--- config.mk ---
export PLATFORM = sky130hd
export DESIGN_NAME = cacheline_burst_adaptor
export DESIGN_NICKNAME = d
export VERILOG_FILES = /design/src/rtl/cacheline_burst_pkg.sv /design/src/rtl/cacheline_burst_adaptor.sv
export SDC_FILE = /design/constraint.sdc
export NUM_CORES = 1
export LEC_CHECK = 0
export CAP_MARGIN = 20
export CELL_PAD_IN_SITES_DETAIL_PLACEMENT = 0
export CELL_PAD_IN_SITES_GLOBAL_PLACEMENT = 2
export CORE_AREA = 2 2 280 282
export DETAILED_ROUTE_END_ITERATION = 8
export DIE_AREA = 0 0 282 284
export DONT_BUFFER_PORTS = 1
export MAX_ROUTING_LAYER = met4
export PLACE_DENSITY = 0.63
export RECOVER_POWER = 100
export SLEW_MARGIN = 10
export SYNTH_ARGS = -nofsm -noshare
export SYNTH_HDL_FRONTEND = slang
export SYNTH_SLANG_ARGS = --single-unit
--- constraint.sdc ---
create_clock -name clk -period 12.32 [get_ports clk]
set_input_delay 1.848 -clock clk [delete_from_list [all_inputs] [get_ports clk]]
set_output_delay 1.848 -clock clk [all_outputs]
set_load 0.01 [all_outputs]
--- src/rtl/cacheline_burst_pkg.sv ---
// Shared types, default sizes and address helper for the cache-line burst adaptor.
package cacheline_burst_pkg;

  typedef enum logic [1:0] {
    IDLE  = 2'd0,
    READ  = 2'd1,
    WRITE = 2'd2,
    DONE  = 2'd3
  } state_e;

  localparam int DEF_CACHE_LINE_WIDTH = 256;
  localparam int DEF_BURST_LEN        = 4;
  localparam int DEF_ADDR_WIDTH       = 32;

  // Clears the byte-offset bits so the address points at the start of a line.
  function automatic logic [63:0] line_align(input logic [63:0] addr, input int offset_bits);
    logic [63:0] mask;
    mask = (64'd1 << offset_bits) - 64'd1;
    return addr & ~mask;
  endfunction

endpackage

--- src/rtl/cacheline_burst_adaptor.sv ---
// Bridges a full-line cache port to a BURST_LEN-beat memory port: read beats are
// assembled into a line, write lines are split into beats. Single FSM, no
// combinational input-to-output path.
module cacheline_burst_adaptor
  import cacheline_burst_pkg::*;
#(
  parameter int CACHE_LINE_WIDTH = DEF_CACHE_LINE_WIDTH,
  parameter int BURST_LEN        = DEF_BURST_LEN,
  parameter int ADDR_WIDTH       = DEF_ADDR_WIDTH
) (
  input  logic                          clk,
  input  logic                          rst,
  input  logic [ADDR_WIDTH-1:0]         cache_addr_i,
  input  logic                          cache_read_i,
  input  logic                          cache_write_i,
  input  logic [CACHE_LINE_WIDTH-1:0]   cache_wline_i,
  output logic [CACHE_LINE_WIDTH-1:0]   cache_rline_o,
  output logic                          cache_resp_o,
  output logic                          cache_err_o,
  output logic [ADDR_WIDTH-1:0]         mem_addr_o,
  output logic                          mem_read_o,
  output logic                          mem_write_o,
  output logic [CACHE_LINE_WIDTH/BURST_LEN-1:0] mem_wdata_o,
  input  logic [CACHE_LINE_WIDTH/BURST_LEN-1:0] mem_rdata_i,
  input  logic                          mem_resp_i,
  input  logic                          mem_error_i
);

  localparam int BURST_WIDTH = CACHE_LINE_WIDTH / BURST_LEN;
  localparam int OFFSET_BITS = $clog2(CACHE_LINE_WIDTH / 8);
  localparam int CNT_W       = (BURST_LEN > 1) ? $clog2(BURST_LEN) : 1;
  localparam logic [CNT_W-1:0] LAST_BEAT = CNT_W'(BURST_LEN - 1);

  state_e                        state_q, state_d;
  logic [CNT_W-1:0]              cnt_q, cnt_d;
  logic [ADDR_WIDTH-1:0]         addr_q, addr_d;
  logic                          err_q, err_d;
  logic [CACHE_LINE_WIDTH-1:0]   rline_q, rline_d;
  logic [CACHE_LINE_WIDTH-1:0]   wline_q, wline_d;
  logic [BURST_WIDTH-1:0]        wbeat;

  // Next-state, beat counter and line-buffer updates.
  always_comb begin
    state_d = state_q;
    cnt_d   = cnt_q;
    addr_d  = addr_q;
    err_d   = err_q;
    rline_d = rline_q;
    wline_d = wline_q;
    case (state_q)
      IDLE: begin
        // Write wins when both requests are raised together.
        if (cache_write_i) begin
          addr_d  = ADDR_WIDTH'(line_align(64'(cache_addr_i), OFFSET_BITS));
          wline_d = cache_wline_i;
          cnt_d   = '0;
          err_d   = 1'b0;
          state_d = WRITE;
        end else if (cache_read_i) begin
          addr_d  = ADDR_WIDTH'(line_align(64'(cache_addr_i), OFFSET_BITS));
          cnt_d   = '0;
          err_d   = 1'b0;
          state_d = READ;
        end
      end
      READ: begin
        if (mem_error_i) begin
          err_d   = 1'b1;
          state_d = DONE;
        end else if (mem_resp_i) begin
          for (int b = 0; b < BURST_LEN; b++) begin
            if (cnt_q == CNT_W'(b)) rline_d[b*BURST_WIDTH +: BURST_WIDTH] = mem_rdata_i;
          end
          // Counter parks on the last beat instead of wrapping.
          if (cnt_q == LAST_BEAT) state_d = DONE;
          else                    cnt_d   = cnt_q + 1'b1;
        end
      end
      WRITE: begin
        if (mem_error_i) begin
          err_d   = 1'b1;
          state_d = DONE;
        end else if (mem_resp_i) begin
          if (cnt_q == LAST_BEAT) state_d = DONE;
          else                    cnt_d   = cnt_q + 1'b1;
        end
      end
      DONE:    state_d = IDLE;
      default: state_d = IDLE;
    endcase
  end

  // Select the write beat addressed by the counter.
  always_comb begin
    wbeat = '0;
    for (int b = 0; b < BURST_LEN; b++) begin
      if (cnt_q == CNT_W'(b)) wbeat = wline_q[b*BURST_WIDTH +: BURST_WIDTH];
    end
  end

  // Control state and cache-visible registers; reset discards partial beats.
  always_ff @(posedge clk or posedge rst) begin
    if (rst) begin
      state_q <= IDLE;
      cnt_q   <= '0;
      addr_q  <= '0;
      err_q   <= 1'b0;
      rline_q <= '0;
    end else begin
      state_q <= state_d;
      cnt_q   <= cnt_d;
      addr_q  <= addr_d;
      err_q   <= err_d;
      rline_q <= rline_d;
    end
  end

  // Write-line holding buffer; only observed through the gated beat mux.
  always_ff @(posedge clk) begin
    wline_q <= wline_d;
  end

  assign mem_read_o    = (state_q == READ);
  assign mem_write_o   = (state_q == WRITE);
  assign mem_wdata_o   = mem_write_o ? wbeat : '0;
  assign mem_addr_o    = addr_q;
  assign cache_resp_o  = (state_q == DONE);
  assign cache_err_o   = (state_q == DONE) && err_q;
  assign cache_rline_o = rline_q;

endmodule
==> metrics.txt, run 1 <==
run status finished with violations; failing checks design-rule violations, max-capacitance violations, max-slew violations; number of detailed-routing iterations run before antenna repair 8; Lkg Pwr 9.01 nW; number of instances in the synthesized netlist 1209; dominant cells by area after synthesis sky130_fd_sc_hd__edfxtp_1 (37%), sky130_fd_sc_hd__dfrtp_1 (35%), sky130_fd_sc_hd__mux2_2 (14%); number of warnings reported in the yosys synthesis log 0; clock tree sinks 544; clock tree from TritonCTS done; Sw Pwr 0.00192 W; deepest level of the CTS H-tree 2; std cell rows 102; worst-margin pin slew 4.78 ns; Setup Viol. Count Final 0; TritonCTS Buffers 59; die area 80100 µm²; Critical Path Start Type flop; setup repair after global routing missed its margin false; worst setup skew after layout 0.0177 ns; power density relative to cell area 252 nW/µm²; PostCTS Resize Cnt 0; clock group share of total power 29.9%; cell area after layout 23300 µm²; cts hold-fix bufs 0; part of the total power dissipated in sequential elements 51.5%; register clock-pin slew on the reported worst setup and hold paths 0.06 ns; Yosys reg bits 544; total wire length after detailed routing 59000 µm; crit-path cells inv_1 -> ha_1 -> clkbuf_1 -> clkbuf_1 -> a221oi_1 -> o21ai_0; Max Fanout on Critical Path 41; library cell occupying the most area in the post-synthesis netlist sky130_fd_sc_hd__edfxtp_1; register area share after synthesis 72.5%; library cell used as clock root buffer sky130_fd_sc_hd__clkbuf_16; fraction of the core area covered by cells at the end of the flow 30.2%; number of enable-type register cells in the synthesized netlist 256; DR WL/cell 25.5 µm; post-route ant nets 0; maximum number of pins on one net before global-route repair 182; Chip Width 282 µm; growth of design area from synthesis to finish 13.3%; Post-Place Cell Area 21500 µm²; number of nets in the layout 1578; Internal Dissipation 0.00394 W; Post-synth top cells sky130_fd_sc_hd__dfrtp_1 (288), sky130_fd_sc_hd__mux2_2 (261), sky130_fd_sc_hd__edfxtp_1 (256); DRC violations left 9; Boundary Pins 714; area of the core 77000 µm²; delay contributed by the slowest stage of the critical path 1.90 ns; placer's final routability congestion estimate 0.782; Critical path origin cnt_q[0]; smallest hold slack 0.550 ns; dominant cell type by count on the critical path sky130_fd_sc_hd__clkbuf_1; vias per inst 4.59; IR Drop Worst-Case VDD 0.125 mV; Longest Clk Path Bufs 3; worst hold path type reg -> reg; number of DRC violations after detailed-routing iteration 0 628; maximum operating frequency 0.137 GHz; post-CTS setup buffer count 0; Critical R2R Launch cnt_q[0]; proportion of power drawn by combinational gates 18.5%; ys async rst share 52.9%; fin crit period 7.33 ns; number of slew-limit violations in the final report 534; data arrival time of the worst path 5.48 ns; hold violation total from the final report 0; total global routing overflow 0; type of the worst setup path reg -> out; antenna violations before repair 17; die extent in y 284 µm; Critical Path End Type output pin; max capacitance violation total 9; Sw Ratio 32.7%; worst endpoint required time 10.47 ns; most used flip-flop cell after synthesis sky130_fd_sc_hd__dfrtp_1; clock latency on the worst-skew pair 0.61 ns; area fraction of the dominant cell type after synthesis 37.4%; synthesized area per cell 17.0 µm²; start point of the worst min-delay path err_q; dominant cell by count in the synthesized netlist sky130_fd_sc_hd__dfrtp_1; via count of the first global-routing pass 11.3k; global routing usage summed across all routing layers 14.3%; placed wire-length estimate 39600 µm; cell area after synthesis 20500 µm²; Slew HR -221%; Setup TNS Final 0 ns; starting utilization of the core area 26.7%; final period utilization 59.5%; first-pass GRT wire length 81600 µm; port bufs 0; CP max stage cell sky130_fd_sc_hd__clkbuf_1; number of vias after detailed routing 10.6k; share of layout cells above drive strength 1 29.0%; distinct cell type count after synthesis 29
## cell usage in the layout (no fill, tap or decap), types with 3 or more instances in the layout
cell type	n
sky130_fd_sc_hd__clkbuf_8	11
sky130_fd_sc_hd__inv_1	5
sky130_fd_sc_hd__a221oi_1	64
sky130_fd_sc_hd__dfrtp_1	288
sky130_fd_sc_hd__buf_4	5
sky130_fd_sc_hd__ha_1	8
sky130_fd_sc_hd__clkbuf_16	59
sky130_fd_sc_hd__clkinv_1	9
sky130_fd_sc_hd__bufinv_16	3
sky130_fd_sc_hd__diode_2	15
sky130_fd_sc_hd__mux2_2	261
sky130_fd_sc_hd__clkinv_2	8
sky130_fd_sc_hd__mux2_1	21
sky130_fd_sc_hd__nand3_1	5
sky130_fd_sc_hd__clkbuf_1	17
sky130_fd_sc_hd__nand2_1	69
sky130_fd_sc_hd__edfxtp_1	256
sky130_fd_sc_hd__conb_1	5
sky130_fd_sc_hd__o21ai_0	131
sky130_fd_sc_hd__mux2i_1	3
## area by class of cell
class	count	area [µm²]
Timing Repair Buffer	11	92.6
Multi-Input combinational cell	588	4990
Inverter	7	27.5
Antenna cell	15	37.5
Sequential cell	544	14900
Fill cell	7678	53700
Clock inverter	28	254
Clock buffer	83	1680
Tap cell	1040	1300
## metrics by stage
stage / setup slack, ns / power [W] / std cells
after global placement: 7.24 / 0.00417 / 2190
after global routing: 4.74 / 0.00615 / 2313
final: 4.99 / 0.00587 / 2316
after CTS: 6.53 / 0.00599 / 2301
after floorplan: 2.52 / 0.00380 / 1213
after detailed placement: 7.22 / 0.00421 / 2190
## power groups by stage
stage	registers (W)	logic, W	clock network [W]
after floorplan	0.00291	0.000886	0
after global placement	0.00306	0.00112	0
after detailed placement	0.00305	0.00116	0
after CTS	0.00303	0.00116	0.00180
after global routing	0.00308	0.00119	0.00188
final	0.00302	0.00109	0.00176
## state kept, by name, indices dropped and copies added (netlist names)
name and flops:
err_q 1, wline_q 256, state_q 2, cnt_q 2, mem_addr_o 27, cache_rline_o 256
## routing by layer
| metal | vias to the layer above | track usage [%] | wire (µm) |
|---|---|---|---|
| met5 | - | - | 0 |
| met4 | 0 | 4.40 | 1460 |
| met3 | 76 | 6.69 | 7410 |
| met2 | 541 | 23.5 | 28800 |
| met1 | 5464 | 15.1 | 21300 |
| li1 | 4550 | - | - |
## critical path, delay by kind of cell, from the launching register on
family / cells / cell delay, ns
fa+ha+maj: 1 / 0.19
buf+inv: 3 / 3.27
flops: 1 / 0.42
compound gates: 2 / 0.89
## final timing paths
check / endpoint / slack [ns] / depth (start not counted)
max in group asynchronous: cache_rline_o[144] / 7.36 / 2
worst max register to register: cache_rline_o[190] / 5.34 / 5
worst max-delay path: mem_wdata_o[43] / 4.99 / 6
worst min-delay path: err_q / 0.55 / 2
worst min register to register: err_q / 0.55 / 2
min in group asynchronous: cache_rline_o[187] / 2.56 / 1
## kinds of logic (layout without fill, tap and decap cells)
| family | Yosys count | after routing | share of synthesized area (%) |
|---|---|---|---|
| simple gates | 89 | 89 | 2.18 |
| mux | 286 | 286 | 16.1 |
| compound gates | 199 | 199 | 6.04 |
| flops | 544 | 544 | 72.5 |
| fa+ha+maj | 9 | 9 | 0.548 |
| other cells | 1 | 20 | 0.0183 |
| buf+inv | 81 | 129 | 2.63 |
(Power assumes the default switching activity.)
==> run 2, diff against run 1 <==
- clock period: 12.32 -> 6.81 ns (I/O delays scaled with it)
==> metrics.txt, run 2 (synthesis results as in run 1) <==
Critical R2R Launch state_q[0]; die extent in y 284 µm; endpoint of the worst hold path wline_q[128]; PostCTS Resize Cnt 0; number of cells traversed by the worst hold path 0; Chip Width 282 µm; power density relative to cell area 456 nW/µm²; Slew HR -151%; number of detailed-routing iterations run before antenna repair 4; deepest level of the CTS H-tree 2; post-route ant nets 0; cell area after layout 23300 µm²; TritonCTS Buffers 59; vias per inst 4.60; worst endpoint required time 7.03 ns; start point of the worst min-delay path cache_wline_i[128]; clock tree from TritonCTS done; number of DRC violations after detailed-routing iteration 0 594; worst-margin pin slew 3.77 ns; IR Drop Worst-Case VDD 0.234 mV; worst slack after detailed placement 2.80 ns; area of the core 77000 µm²; starting utilization of the core area 26.7%; via count of the first global-routing pass 11.2k; total global routing overflow 0; Max Fanout on Critical Path 58; register clock-pin slew on the reported worst setup and hold paths 0.07 ns; met2 routed wirelength 27800 µm; number of slew-limit violations in the final report 473; Routed met3 length 7590 µm; Setup TNS Final 0 ns; share of layout cells above drive strength 1 28.9%; Post-Place Cell Area 21500 µm²; worst hold path type in -> reg; number of nets in the layout 1581; global routing usage summed across all routing layers 13.8%; fin crit period 5.10 ns; clock tree sinks 544; fraction of the core area covered by cells at the end of the flow 30.3%; growth of design area from synthesis to finish 13.7%; hold violation total from the final report 0; DRC violations left 0; std cell rows 102; type of the worst setup path reg -> reg; port bufs 0; failing checks max-capacitance violations, max-slew violations; data arrival time of the worst path 5.32 ns; worst setup skew after layout 0.0141 ns; Fillers 7686; number of vias after detailed routing 10.7k; Critical Path Start Type flop; final period utilization 74.8%; commonest non-fill, non-tap cells in the layout sky130_fd_sc_hd__dfrtp_1 (288), sky130_fd_sc_hd__mux2_2 (261), sky130_fd_sc_hd__edfxtp_1 (256); path depth of the worst reg2reg path 4; maximum number of pins on one net before global-route repair 176; library cell used as clock root buffer sky130_fd_sc_hd__clkbuf_16; Longest Clk Path Bufs 3; post-layout worst setup margin 1.71 ns; top layer reached by signal wires met4; maximum operating frequency 0.196 GHz; setup slack of the worst register-to-register path 1.71 ns; placer's final routability congestion estimate 0.780; Setup Viol. Count Final 0; most common cell after layout, fill and taps aside sky130_fd_sc_hd__dfrtp_1; total wire length after detailed routing 57300 µm; max capacitance violation total 8; post-CTS setup buffer count 0; smallest hold slack 0.503 ns; cts hold-fix bufs 0; detailed-route wire length on metal 1 20200 µm; clock latency on the worst-skew pair 0.60 ns; run status finished with violations; setup repair after global routing missed its margin false; first-pass GRT wire length 80000 µm; antenna violations before repair 18; DR WL/cell 24.7 µm; Critical Path End Type flop; Lkg Pwr 9.05 nW; die area 80100 µm²; placed wire-length estimate 38200 µm; endpoint of the most critical register-to-register path wline_q[207]; Boundary Pins 714
==> run 2: worst max-delay path by stage <==
stage | startpoint | endpoint | depth (start not counted)
CTS | cnt_q[1] | mem_wdata_o[53] | 6
global placement | cnt_q[1] | mem_wdata_o[53] | 6
global route | state_q[1] | wline_q[207] | 4
floorplan | rst | cache_rline_o[0] | 1
detailed placement | cnt_q[1] | mem_wdata_o[53] | 6
finish | state_q[0] | wline_q[207] | 4
==> run 2: through the flow <==
| stage | instances | total power, W |
|---|---|---|
| 2_1_floorplan | 1213 | 0.00683 |
| 3_3_place_gp | 2192 | 0.00752 |
| 3_5_place_dp | 2192 | 0.00759 |
| 4_1_cts | 2300 | 0.0109 |
| 5_1_grt | 2319 | 0.0112 |
| 6_report | 2319 | 0.0106 |
==> run 2: worst max-delay path, stage by stage, from the launching register on <==
cell and delay [ns]:
sky130_fd_sc_hd__dfrtp_1 0.40, sky130_fd_sc_hd__inv_1 0.14, sky130_fd_sc_hd__ha_1 0.23, sky130_fd_sc_hd__and2_0 2.72, sky130_fd_sc_hd__clkbuf_2 1.18
==> run 2: layout make-up <==
type	count	area (µm²)	share of cell area (%)
inverter	7	27.5	0.118
clock buffer	82	1690	7.22
clock inverter	26	288	1.23
sequential	544	14900	63.8
multi-input combinational	588	4980	21.3
antenna	18	45.0	0.193
tap	1040	1300	5.57
timing repair buffer	14	119	0.509
==> run 2: routing by layer <==
| metal | vias to the layer above | track usage (%) |
|---|---|---|
| met4 | 0 | 5.07 |
| li1 | 4553 | - |
| met2 | 566 | 22.1 |
| met5 | - | - |
| met1 | 5456 | 14.4 |
| met3 | 99 | 7.24 |
==> run 2: report_power, final <==
| part | internal, W | total, W | switching (W) |
|---|---|---|---|
| sequential | 0.00446 | 0.00548 | 0.00102 |
| clock | 0.00194 | 0.00323 | 0.00129 |
| combinational | 0.000844 | 0.00193 | 0.00109 |
==> run 3, diff against run 2 <==
- CORE_AREA: 2 2 280 282 -> 2 2 278 280
- DIE_AREA: 0 0 282 284 -> 0 0 280 282
- PLACE_DENSITY: 0.63 -> 0.66
- clock period: 6.81 -> 4.4 ns (I/O delays scaled with it)
==> metrics.txt, run 3 (synthesis results as in run 1) <==
run status finished with violations; failing checks max-capacitance violations, max-slew violations; commonest non-fill, non-tap cells in the layout sky130_fd_sc_hd__dfrtp_1 (288), sky130_fd_sc_hd__mux2_2 (261), sky130_fd_sc_hd__edfxtp_1 (256); worst endpoint required time 3.74 ns; Critical Path Start Type flop; setup repair after global routing missed its margin false; via count of the first global-routing pass 11.7k; clock tree sinks 544; Chip Width 280 µm; Max Fanout on Critical Path 47; post-route ant nets 0; final period utilization 94.7%; Lkg Pwr 9.00 nW; cts hold-fix bufs 0; global routing usage summed across all routing layers 13.9%; type of the worst setup path reg -> out; die extent in y 282 µm; library cell used as clock root buffer sky130_fd_sc_hd__clkbuf_16; total power after layout 0.0161 W; register clock-pin slew on the reported worst setup and hold paths 0.06 ns; fraction of the core area covered by cells at the end of the flow 30.6%; number of vias after detailed routing 10.8k; max capacitance violation total 9; TritonCTS Buffers 58; first-pass GRT wire length 79600 µm; total global routing overflow 0; smallest hold slack 0.150 ns; DR WL/cell 25.0 µm; die area 79000 µm²; antenna violations before repair 22; Critical Path End Type output pin; number of detailed-routing iterations run before antenna repair 6; worst-margin pin slew 2.32 ns; number of slew-limit violations in the final report 510; maximum number of pins on one net before global-route repair 96; crit-path cells inv_1 -> ha_1 -> nor2b_2 -> buf_12 -> o21ai_0 -> o21ai_0; clock tree from TritonCTS done; delay contributed by the slowest stage of the critical path 0.80 ns; number of DRC violations after detailed-routing iteration 0 574; number of nets in the layout 1589; total wire length after detailed routing 56700 µm; fin crit period 4.17 ns; Top delay family on crit path compound AO/OA/AOI/OAI gates; Setup Viol. Count Final 0; dominant cell type by count on the critical path sky130_fd_sc_hd__o21ai_0; clock latency on the worst-skew pair 0.60 ns; deepest level of the CTS H-tree 2; Slew HR -55.0%; IR Drop Worst-Case VDD 0.349 mV; power density relative to cell area 695 nW/µm²; Boundary Pins 714; port bufs 0; placer's final routability congestion estimate 0.776; worst setup skew after layout 0.0115 ns; PostCTS Resize Cnt 0; Critical path buffers and inverters 2; area of the core 75700 µm²; CP max stage cell sky130_fd_sc_hd__nor2b_2; most common cell after layout, fill and taps aside sky130_fd_sc_hd__dfrtp_1; std cell rows 101; vias per inst 4.76; worst hold path type in -> reg; maximum operating frequency 0.240 GHz; hold violation total from the final report 0; share of layout cells above drive strength 1 29.5%; Longest Clk Path Bufs 3; data arrival time of the worst path 3.51 ns; growth of design area from synthesis to finish 12.8%; starting utilization of the core area 27.1%; post-CTS setup buffer count 0; placed wire-length estimate 38500 µm; DRC violations left 0
## run 3: changes by cell type in the layout (fill, tap and decap cells not counted), sizes merged
cell      before  now
buf            7    8
inv            7    6
clkinvlp       2    3
diode         18   21
clkbuf        89   96
clkinv        18   20
bufinv         6    1
## run 3: stage by stage
step                std cells  instance area, µm²  worst slack [ns]  TNS [ns]
floorplan                1213               20600           -0.0792    -22.81
global placement         2140               21600              1.11         0
detailed placement       2140               21600              1.13         0
CTS                      2244               23400             0.453         0
global route             2265               23200             0.150         0
finish                   2265               23200             0.232         0
## run 3: worst reg2reg max path, cell delays in order, from the launching register on
cell	delay (ns)
sky130_fd_sc_hd__dfrtp_1	0.43
sky130_fd_sc_hd__inv_1	0.13
sky130_fd_sc_hd__ha_1	0.19
sky130_fd_sc_hd__clkbuf_4	0.74
sky130_fd_sc_hd__nand2_2	1.37
sky130_fd_sc_hd__mux2_1	0.95
## run 3: per-layer routing
metal	vias to the layer above	global-route usage, %	part of all wire [%]
met5	-	-	0
met4	0	5.13	3.1
met2	585	23.6	51
met1	5524	13.3	33
li1	4567	-	-
met3	97	7.33	13
## run 3: worst paths after layout
check	start	end	slack [ns]	cells past startpoint
worst max-delay path	state_q[0]	mem_wdata_o[36]	0.23	6
worst min-delay path	cache_wline_i[185]	wline_q[185]	0.15	0
worst max register to register	cnt_q[0]	cache_rline_o[190]	0.47	5
worst min register to register	err_q	err_q	0.53	2
max in group asynchronous	rst	cache_rline_o[141]	1.19	2
min in group asynchronous	rst	cache_rline_o[172]	0.31	1
## run 3: where the power goes
| group | internal (W) | switching [W] | leakage, nW |
|---|---|---|---|
| combinational | 0.00133 | 0.00174 | 2.06 |
| sequential | 0.00690 | 0.00152 | 6.06 |
| clock | 0.00264 | 0.00197 | 0.886 |
| total | 0.0109 | 0.00523 | 9.00 |
## run 3: cell type report
| cell class | count | area, µm² |
|---|---|---|
| well taps | 978 | 1220 |
| diodes | 21 | 52.6 |
| flip-flops and latches | 544 | 14900 |
| fillers | 7540 | 52500 |
| repair buffers | 23 | 184 |
| clock buffers | 81 | 1640 |
| clock inverters | 23 | 160 |
| inverters | 7 | 27.5 |
| multi-input cells | 588 | 5000 |
